[config.mk]
export PLATFORM = sky130hd
export DESIGN_NAME = can_rx_deserializer_flat
export DESIGN_NICKNAME = d
export VERILOG_FILES = /design/src/rtl/can_rx_deserializer_pkg.sv /design/src/rtl/can_rx_deserializer_if.sv /design/src/rtl/can_rx_deserializer_stuff_checker.sv /design/src/rtl/can_rx_deserializer.sv /design/src/flat_wrapper.sv
export SDC_FILE = /design/constraint.sdc
export NUM_CORES = 1
export LEC_CHECK = 0
export CORE_MARGIN = 5
export CORE_UTILIZATION = 54
export CTS_CLUSTER_SIZE = 16
export DETAILED_ROUTE_END_ITERATION = 7
export GPL_TIMING_DRIVEN = 0
export HOLD_SLACK_MARGIN = 0.1
export PLACE_DENSITY = 0.87
export SYNTH_ARGS = -nofsm -noshare
export SYNTH_HDL_FRONTEND = slang
export SYNTH_SLANG_ARGS = --single-unit
[constraint.sdc]
create_clock -name clk -period 8.5 [get_ports clk]
set_input_delay 0.85 -clock clk [delete_from_list [all_inputs] [get_ports clk]]
set_output_delay 0.85 -clock clk [all_outputs]
set_load 0.005 [all_outputs]
[src/rtl/can_rx_deserializer_pkg.sv]
// Shared types and constants for the CAN RX data-field deserializer.
package can_pkg;

    typedef enum logic [1:0] {
        IDLE  = 2'd0,
        SHIFT = 2'd1,
        DONE  = 2'd2
    } rx_state_t;

    localparam int CAN_MAX_DLC   = 8;
    localparam int BITS_PER_BYTE = 8;

    // DLC codes above the payload capacity all mean "full payload".
    function automatic logic [3:0] clamp_dlc(input logic [3:0] dlc, input int max_bytes);
        logic [31:0] mb;
        mb = max_bytes;
        return (32'(dlc) > mb) ? mb[3:0] : dlc;
    endfunction

endpackage

[src/rtl/can_rx_deserializer_if.sv]
// Bit-sample side inputs and RX frame register side outputs of the deserializer.
interface can_rx_deserializer_if
    import can_pkg::*;
#(
    parameter int MAX_BYTES = CAN_MAX_DLC
);
    logic                   rx_sample;
    logic                   rx_bit;
    logic                   dataphase;
    logic                   bitstuff;
    logic [3:0]             pkt_size;
    logic                   byte_complete;
    logic [3:0]             byte_num;
    logic [7:0]             rx_byte;
    logic                   end_data;
    logic [8*MAX_BYTES-1:0] data_out;
    logic                   rx_err;

    modport master (
        output rx_sample, rx_bit, dataphase, bitstuff, pkt_size,
        input  byte_complete, byte_num, rx_byte, end_data, data_out, rx_err
    );

    modport slave (
        input  rx_sample, rx_bit, dataphase, bitstuff, pkt_size,
        output byte_complete, byte_num, rx_byte, end_data, data_out, rx_err
    );
endinterface

[src/rtl/can_rx_deserializer_stuff_checker.sv]
// Run-length tracker flagging CAN stuff violations; built only with CAN_RX_STUFF_CHECK_EN.
`ifdef CAN_RX_STUFF_CHECK_EN
module can_stuff_checker
    import can_pkg::*;
(
    input  logic clk,
    input  logic rst,
    input  logic clear,
    input  logic active,
    input  logic rx_sample,
    input  logic rx_bit,
    input  logic bitstuff,
    output logic stuff_err
);
    logic       run_bit;
    logic [2:0] run_len;
    logic       smp;
    logic       same;

    assign smp  = active & rx_sample;
    assign same = (run_len != 3'd0) && (rx_bit == run_bit);

    // A stuff bit must oppose the run; a sixth equal data bit means a stuff bit was missed.
    assign stuff_err = smp && (bitstuff ? same : (same && run_len == 3'd5));

    always_ff @(posedge clk or posedge rst) begin
        if (rst) begin
            run_bit <= 1'b0;
            run_len <= 3'd0;
        end else if (clear) begin
            run_bit <= 1'b0;
            run_len <= 3'd0;
        end else if (smp) begin
            if (bitstuff) begin
                run_len <= 3'd0;
            end else if (same) begin
                run_len <= (run_len == 3'd7) ? 3'd7 : run_len + 3'd1;
            end else begin
                run_bit <= rx_bit;
                run_len <= 3'd1;
            end
        end
    end
endmodule
`endif

[src/rtl/can_rx_deserializer.sv]
// CAN RX data-field deserializer: drops stuff bits, packs bytes MSB-first, tracks DLC.
// Optional stuff-error detection with CAN_RX_STUFF_CHECK_EN.
module can_rx_deserializer
    import can_pkg::*;
#(
    parameter int MAX_BYTES = CAN_MAX_DLC
)(
    input logic                 clk,
    input logic                 RST,
    can_rx_deserializer_if.slave bus
);
    localparam logic [1:0] ST_IDLE  = IDLE;
    localparam logic [1:0] ST_SHIFT = SHIFT;
    localparam logic [1:0] ST_DONE  = DONE;

    logic [1:0]             state;
    logic [3:0]             len;
    logic [2:0]             bit_cnt;
    logic [7:0]             shift_reg;
    logic                   byte_complete;
    logic [3:0]             byte_num;
    logic [7:0]             rx_byte;
    logic                   end_data;
    logic [8*MAX_BYTES-1:0] data_out;
    logic                   rx_err;

    logic       take_bit;
    logic [7:0] next_byte;
    logic [3:0] next_num;
    logic [3:0] start_len;
    logic       stuff_err;

    assign take_bit  = (state == ST_SHIFT) && bus.dataphase && bus.rx_sample && !bus.bitstuff;
    assign next_byte = {shift_reg[BITS_PER_BYTE-2:0], bus.rx_bit};
    assign next_num  = byte_num + 4'd1;
    assign start_len = clamp_dlc(bus.pkt_size, MAX_BYTES);

`ifdef CAN_RX_STUFF_CHECK_EN
    can_stuff_checker u_stuff_chk (
        .clk       (clk),
        .rst       (RST),
        .clear     (state == ST_IDLE),
        .active    ((state == ST_SHIFT) && bus.dataphase),
        .rx_sample (bus.rx_sample),
        .rx_bit    (bus.rx_bit),
        .bitstuff  (bus.bitstuff),
        .stuff_err (stuff_err)
    );
`else
    assign stuff_err = 1'b0;
`endif

    always_ff @(posedge clk or posedge RST) begin
        if (RST) begin
            state         <= ST_IDLE;
            len           <= 4'd0;
            bit_cnt       <= 3'd0;
            shift_reg     <= 8'd0;
            byte_complete <= 1'b0;
            byte_num      <= 4'd0;
            rx_byte       <= 8'd0;
            end_data      <= 1'b0;
            data_out      <= '0;
            rx_err        <= 1'b0;
        end else begin
            byte_complete <= 1'b0;
            end_data      <= 1'b0;
            case (state)
                ST_IDLE: begin
                    if (bus.dataphase) begin
                        len       <= start_len;
                        data_out  <= '0;
                        byte_num  <= 4'd0;
                        rx_err    <= 1'b0;
                        bit_cnt   <= 3'd0;
                        shift_reg <= 8'd0;
                        if (start_len == 4'd0) begin
                            end_data <= 1'b1;
                            state    <= ST_DONE;
                        end else begin
                            state <= ST_SHIFT;
                        end
                    end
                end
                ST_SHIFT: begin
                    if (!bus.dataphase) begin
                        // Abort: partial byte is dropped, completed bytes stay visible.
                        state     <= ST_IDLE;
                        bit_cnt   <= 3'd0;
                        shift_reg <= 8'd0;
                        if (byte_num < len) rx_err <= 1'b1;
                    end else begin
                        if (stuff_err) rx_err <= 1'b1;
                        if (take_bit) begin
                            shift_reg <= next_byte;
                            bit_cnt   <= bit_cnt + 3'd1;
                            if (bit_cnt == 3'(BITS_PER_BYTE - 1)) begin
                                byte_complete <= 1'b1;
                                rx_byte       <= next_byte;
                                byte_num      <= next_num;
                                for (int i = 0; i < MAX_BYTES; i++)
                                    if (byte_num == 4'(i))
                                        data_out[8*(MAX_BYTES-1-i) +: 8] <= next_byte;
                                if (next_num == len) begin
                                    end_data <= 1'b1;
                                    state    <= ST_DONE;
                                end
                            end
                        end
                    end
                end
                ST_DONE: begin
                    if (!bus.dataphase) state <= ST_IDLE;
                end
                default: state <= ST_IDLE;
            endcase
        end
    end

    assign bus.byte_complete = byte_complete;
    assign bus.byte_num      = byte_num;
    assign bus.rx_byte       = rx_byte;
    assign bus.end_data      = end_data;
    assign bus.data_out      = data_out;
    assign bus.rx_err        = rx_err;

endmodule

[src/flat_wrapper.sv]
// flat-port wrapper written by rule: the top's interface ports become plain ports
module can_rx_deserializer_flat import can_pkg::*;
#(
    parameter int MAX_BYTES = CAN_MAX_DLC
)
  (clk, RST, bus_rx_sample, bus_rx_bit, bus_dataphase, bus_bitstuff, bus_pkt_size, bus_byte_complete, bus_byte_num, bus_rx_byte, bus_end_data, bus_data_out, bus_rx_err);
  can_rx_deserializer_if #(.MAX_BYTES(MAX_BYTES)) bus_i ();
  input logic clk;
  input logic RST;
  input wire logic [$bits(bus_i.rx_sample)-1:0] bus_rx_sample;
  input wire logic [$bits(bus_i.rx_bit)-1:0] bus_rx_bit;
  input wire logic [$bits(bus_i.dataphase)-1:0] bus_dataphase;
  input wire logic [$bits(bus_i.bitstuff)-1:0] bus_bitstuff;
  input wire logic [$bits(bus_i.pkt_size)-1:0] bus_pkt_size;
  output wire logic [$bits(bus_i.byte_complete)-1:0] bus_byte_complete;
  output wire logic [$bits(bus_i.byte_num)-1:0] bus_byte_num;
  output wire logic [$bits(bus_i.rx_byte)-1:0] bus_rx_byte;
  output wire logic [$bits(bus_i.end_data)-1:0] bus_end_data;
  output wire logic [$bits(bus_i.data_out)-1:0] bus_data_out;
  output wire logic [$bits(bus_i.rx_err)-1:0] bus_rx_err;
  assign bus_i.rx_sample = bus_rx_sample;
  assign bus_i.rx_bit = bus_rx_bit;
  assign bus_i.dataphase = bus_dataphase;
  assign bus_i.bitstuff = bus_bitstuff;
  assign bus_i.pkt_size = bus_pkt_size;
  assign bus_byte_complete = bus_i.byte_complete;
  assign bus_byte_num = bus_i.byte_num;
  assign bus_rx_byte = bus_i.rx_byte;
  assign bus_end_data = bus_i.end_data;
  assign bus_data_out = bus_i.data_out;
  assign bus_rx_err = bus_i.rx_err;
  can_rx_deserializer #(.MAX_BYTES(MAX_BYTES)) u_core (.clk(clk), .RST(RST), .bus(bus_i));
endmodule
== Word level (Yosys, flattened, before mapping) ==
Index checks and enable logic that the tools add are counted.

* Output and inout bits: 79
* Input port bits: 10
* Logic and storage cells: 122
* Flip-flop bits (word level): 95
* Memory bits (read-only): 0
* Latch bits: 0
* Memories: 0
* RAM bits: 0

* Shift-type cells: 0
* Divide/modulo/power cells: 0
* Reduce and logical (&&, ||, !) cells: 22
* Equal/unequal tests: 29
* $lt $le $gt $ge: 2
* Add/subtract/negate cells: 2
* Muxes and demuxes: 50
* Bitwise operators: 0
* Multiply operators: 0

{| class="wikitable"
|+ Operators by type and width
! cell !! number
|-
| $mux 64 || 4
|-
| $pmux 64 s2 || 1
|-
| $mux 8 || 8
|-
| $reduce_and 6->1 || 8
|-
| $ne 2x2->1 const B || 14
|-
| $mux 7 || 3
|-
| $mux 4 || 5
|-
| $eq 4x3->1 const B || 4
|-
| $mux 2 || 7
|-
| $pmux 7 s2 || 1
|-
| $mux 1 || 13
|-
| $reduce_and 5->1 || 2
|-
| $mux 3 || 3
|-
| $eq 4x2->1 const B || 2
|-
| $logic_not 4->1 || 2
|-
| $pmux 4 s2 || 1
|-
| $reduce_and 4->1 || 2
|-
| $ne 3x3->1 const B || 2
|-
| $pmux 2 s3 || 1
|-
| $pmux 3 s2 || 1
|-
| $add 4x1->4 const B || 1
|-
| $eq 4x1->1 const B || 1
|-
| $eq 4x4->1 || 1
|-
| $gt 4x4->1 const B || 1
|-
| other kinds (14) || 17
|}

== Longest topological paths before layout ==
* Depth after elaboration: 7
* Mapped depth: 7
* Mapped depth without buffers: 6

== Worst setup path after synthesis ==
OpenSTA, ideal clock, no wires.

* Path type: in2reg
* Start: input bus_bitstuff
* End: register u_core.data_out[0] (netlist: u_core.bus.data_out[0])
* Library setup time: 0.125 ns
* Stages: 5
* Slack: 6.400 ns
* Data required time: 8.375 ns
* Data arrival time: 1.975 ns
* Path through: nand3b_1 > a21o_4 > buf_6 > a21oi_4 > mux2_2

* Word-level cells in the longest chain between the ends: 4

{| class="wikitable"
|+ Ends and longest elaborated chain
! item !! line !! text
|-
| start: declaration || flat_wrapper.sv:13 || <nowiki>input wire logic [$bits(bus_i.bitstuff)-1:0] bus_bitstuff;</nowiki>
|-
| $logic_not 1->1 || can_rx_deserializer.sv:33 || <nowiki>assign take_bit = (state == ST_SHIFT) && bus.dataphase && bus.rx_sample && !bus.bitstuff;</nowiki>
|-
| $logic_and 1x1->1 || can_rx_deserializer.sv:33 ||
|-
| $ne 2x1->1 (no source line) || - ||
|-
| $reduce_and 6->1 (no source line) || - ||
|-
| end signal: indexed assignment || can_rx_deserializer.sv:103 || <nowiki>data_out[8*(MAX_BYTES-1-i) +: 8] <= next_byte;</nowiki>
|-
| end: declaration || can_rx_deserializer.sv:24 || <nowiki>logic [8*MAX_BYTES-1:0] data_out;</nowiki>
|}

Every way passes these cells.
A chain may end at the register's enable or synchronous reset.

== Worst setup path after layout ==
* Start: input bus_dataphase
* End: register u_core.shift_reg[0]

* Word-level cells in the longest chain between the ends: 5
* Elaborated cells between the ends (all ways): 8
* Classes of those cells: 2 x eq/ne; 2 x mux; 4 x reduce/logical

{| class="wikitable"
|+ Ends and longest elaborated chain
! item !! line !! text
|-
| start: declaration || flat_wrapper.sv:12 || <nowiki>input wire logic [$bits(bus_i.dataphase)-1:0] bus_dataphase;</nowiki>
|-
| $logic_and 1x1->1 (3 in a row) || can_rx_deserializer.sv:33 ||
|-
| $ne 3x2->1 (no source line) || - ||
|-
| $reduce_and 3->1 (no source line) || - ||
|-
| end signal: assignment || can_rx_deserializer.sv:95 || <nowiki>shift_reg <= next_byte;</nowiki>
|-
| end: declaration || can_rx_deserializer.sv:19 || <nowiki>logic [7:0] shift_reg;</nowiki>
|}

Parallel ways exist; a longest one is shown, timed or not.

==> flow_summary.json <==
{
  "ys.flop_type": "dfrtp_1",
  "pre_cts_slack_ps": 5581,
  "placed_cell_area_mm2": 0.005145,
  "final_critical_path_setup_slack_ps": 5882,
  "whs_endpoint": "u_core.bus.data_out[33]$_DFFE_PP0P_",
  "core_area_mm2": 0.007331,
  "clk_latency_ps": 370,
  "largest_reg_flops": 64,
  "die-area_mm2": 0.009457,
  "area_growth_pct": 30.41,
  "cap_viol_max_count": 0,
  "ys_ff_latch": 95,
  "clk_path_buf_depth": 2,
  "worst-r2r-cell-count": 7,
  "wirelength_um": 9342,
  "htree_levels": 3,
  "avgRoutedWirePerCell_um": 18.35,
  "grt_max_degree": 54,
  "synthArstFlopShare": 1.000,
  "rsz0062_at_grt": "false",
  "crit_buf_inv": 3,
  "die_y_um": 97.25,
  "tightest_slew_ps": 645.4,
  "path_class": "in2reg",
  "hold_viol": 0,
  "initial_core_util": 0.5607,
  "ys_warn_count": 0,
  "cts_buffers": 9,
  "fin_setup_tns_ps": 0,
  "layout.nets": 425,
  "synth_cell_types": 35,
  "yosysTopAreaCell": "dfrtp_1",
  "cpPeakStageDelay_ps": 530,
  "grt_pass1_vias": 2899,
  "syn-cell-area_mm2": 0.004110,
  "insertedDiodeCount": 0,
  "worstPathArrival_ps": 2830,
  "drtPass1Iterations": 4,
  "grt_pass1_wl_um": 15530,
  "peakVddDrop_uv": 205.3,
  "drv_slew": 0,
  "synth_area_leaders": "dfrtp_1, mux2_2, a21oi_4",
  "post-route-min-period_ps": 2618,
  "vias_per_cell": 5.322,
  "cp-end-kind": "register",
  "whs_path_depth": 1,
  "gr-total-overflow": 0,
  "power-per-cell-area_mw_per_mm2": 165.6,
  "place.gp.congestion": 0.8150,
  "setup_violations": 0,
  "worst-path-max-fanout": 10,
  "critPathTopFamily": "buffers and inverters",
  "num_vias": 2709,
  "r2r_slack_ps": 6480,
  "fin_crit_sh": 0.3080,
  "postCtsSetupRepairBufs": 0,
  "startpoint_type": "primary input",
  "post-route-drc-count": 0,
  "slew_headroom": 0.5678,
  "outcome": "completed",
  "clock-sinks": 95,
  "drt_iter0_drc": 150,
  "hold_buffers": 0,
  "synth-edff-count": 0,
  "antenna_found_initial": 0,
  "synth_top_area_share": 0.5784,
  "dieWidth_um": 97.25,
  "finalClockSkew_ps": 15.35,
  "hold_start": "u_core.bus.data_out[33]$_DFFE_PP0P_",
  "tritoncts": "built",
  "hp-class": "reg2reg",
  "syn_nets": 325,
  "avgSynthCellArea_um2": 13.48,
  "ys_seq_area_frac": 0.5784,
  "drive_above_1_share": 0.2659,
  "worstPathRequired_ps": 8720,
  "path_clk_slew_ps": 90,
  "p_leak_nw": 2.466,
  "crit_chain": "clkdlybuf4s50_1, buf_2, nand2_1, o211ai_1, clkbuf_1, o21ai_0",
  "fmaxAchievable_ghz": 0.3820,
  "root_buffer": "clkbuf_8",
  "r2r-end": "u_core.bus.data_out[8]$_DFFE_PP0P_",
  "dpl.hpwl_um": 6648,
  "regToRegStartpoint": "u_core.bit_cnt[1]$_DFFE_PP0P_",
  "ios": 89,
  "rows": 31,
  "cts_resized": 0,
  "cpMaxStageDelayCell": "o211ai_1",
  "numPortBuffers": 88,
  "gr-usage-all-layers": 0.2066,
  "ant_nets": 0,
  "final_area_mm2": 0.005360,
  "synth_cells": 305
}
[cells by family (layout without fill, tap and decap cells)]
kind of cell    count (synthesis)  count (layout)  synth area share
flops                          95              95            0.5784
mux                            75              75            0.2055
simple gates                   64              64           0.07641
compound gates                 33              33           0.07001
buf+inv                        23             128           0.02527
fa+ha+maj                      10              10           0.03044
xor+xnor                        5               5           0.01400
[worst reg2reg max path: stages, from the launching register on]
cell and delay, ps:
dfrtp_1 370, ha_1 150, ha_1 150, nand3b_1 100, a21o_4 270, buf_6 170, a21oi_4 310, mux2_2 390
[where the power goes]
| group | switching (mW) | total, mW | internal [mW] |
|---|---|---|---|
| sequential | 0.00940 | 0.476 | 0.467 |
| combinational | 0.0460 | 0.0972 | 0.0512 |
| clock | 0.171 | 0.314 | 0.143 |
| total | 0.227 | 0.888 | 0.661 |
[per-layer routing]
layer  part of all wire  vias up  track usage
met5                  0        -            0
met1               0.42     1370       0.2653
met4             0.0087        0      0.04686
met2               0.49       85       0.3217
li1                   -     1244            -
met3              0.087       10      0.09620
[how the worst max path moves through the flow]
| stage | startpoint | end | slack (ps) | cells past startpoint |
|---|---|---|---|---|
| 6_report | bus_dataphase | u_core.shift_reg[0]$_DFFE_PP0P_ | 5880 | 6 |
| 5_1_grt | bus_dataphase | u_core.shift_reg[0]$_DFFE_PP0P_ | 5800 | 7 |
| 4_1_cts | bus_dataphase | u_core.shift_reg[0]$_DFFE_PP0P_ | 5960 | 6 |
| 3_5_place_dp | bus_dataphase | u_core.shift_reg[1]$_DFFE_PP0P_ | 5580 | 6 |
| 3_3_place_gp | RST | u_core.bus.data_out[18]$_DFFE_PP0P_ | 3840 | 2 |
| 2_1_floorplan | RST | u_core.bit_cnt[0]$_DFFE_PP0P_ | 5170 | 1 |
[cells in the mapped netlist (3+ instances only)]
master	count
nand2_1	31
ha_1	10
o21ai_0	15
and2_0	7
inv_1	7
nand2b_1	6
a21oi_4	8
clkbuf_1	9
buf_2	5
mux2_2	73
dfrtp_1	95
nor3_1	3
nor2_1	4
nor2b_1	5
[per-stage QoR]
step | util | std cells | hold WS [ps] | power (mW)
CTS | 0.7312 | 509 | 514.9 | 0.8935
finish | 0.7312 | 509 | 508.5 | 0.8876
detailed placement | 0.7018 | 493 | 488.3 | 0.5831
global route | 0.7312 | 509 | 530.5 | 0.9291
floorplan | - | 305 | 453.8 | 0.5368
global placement | 0.6977 | 492 | 468.1 | 0.5780
[cell usage in the layout, fill, tap and decap left out, types with 2 or more instances in the layout]
cell             instances
xnor2_1                  2
clkbuf_8                 9
xor2_1                   2
nand2_1                 31
buf_2                    5
mux2_2                  73
and2_0                   7
a22o_1                   2
and3_1                   2
nand2b_1                 6
o21ai_0                 15
clkdlybuf4s50_1         88
nor2b_1                  5
nor2_1                   4
ha_1                    10
o21a_1                   2
dfrtp_1                 95
mux2_1                   2
clkinv_4                 2
inv_1                    6
nor3_1                   3
clkbuf_1                 9
a21oi_4                  8
[final cells by class]
class                   instances  area, µm²
plain buffers                  16      77.57
repair buffers                 89      908.4
well taps                      99      123.9
flip-flops and latches         95       2377
clock buffers                   9      123.9
multi-input cells             187       1629
clock inverters                 7      91.34
fillers                       463       1971
inverters                       7      28.78
(Power assumes the default switching activity.)
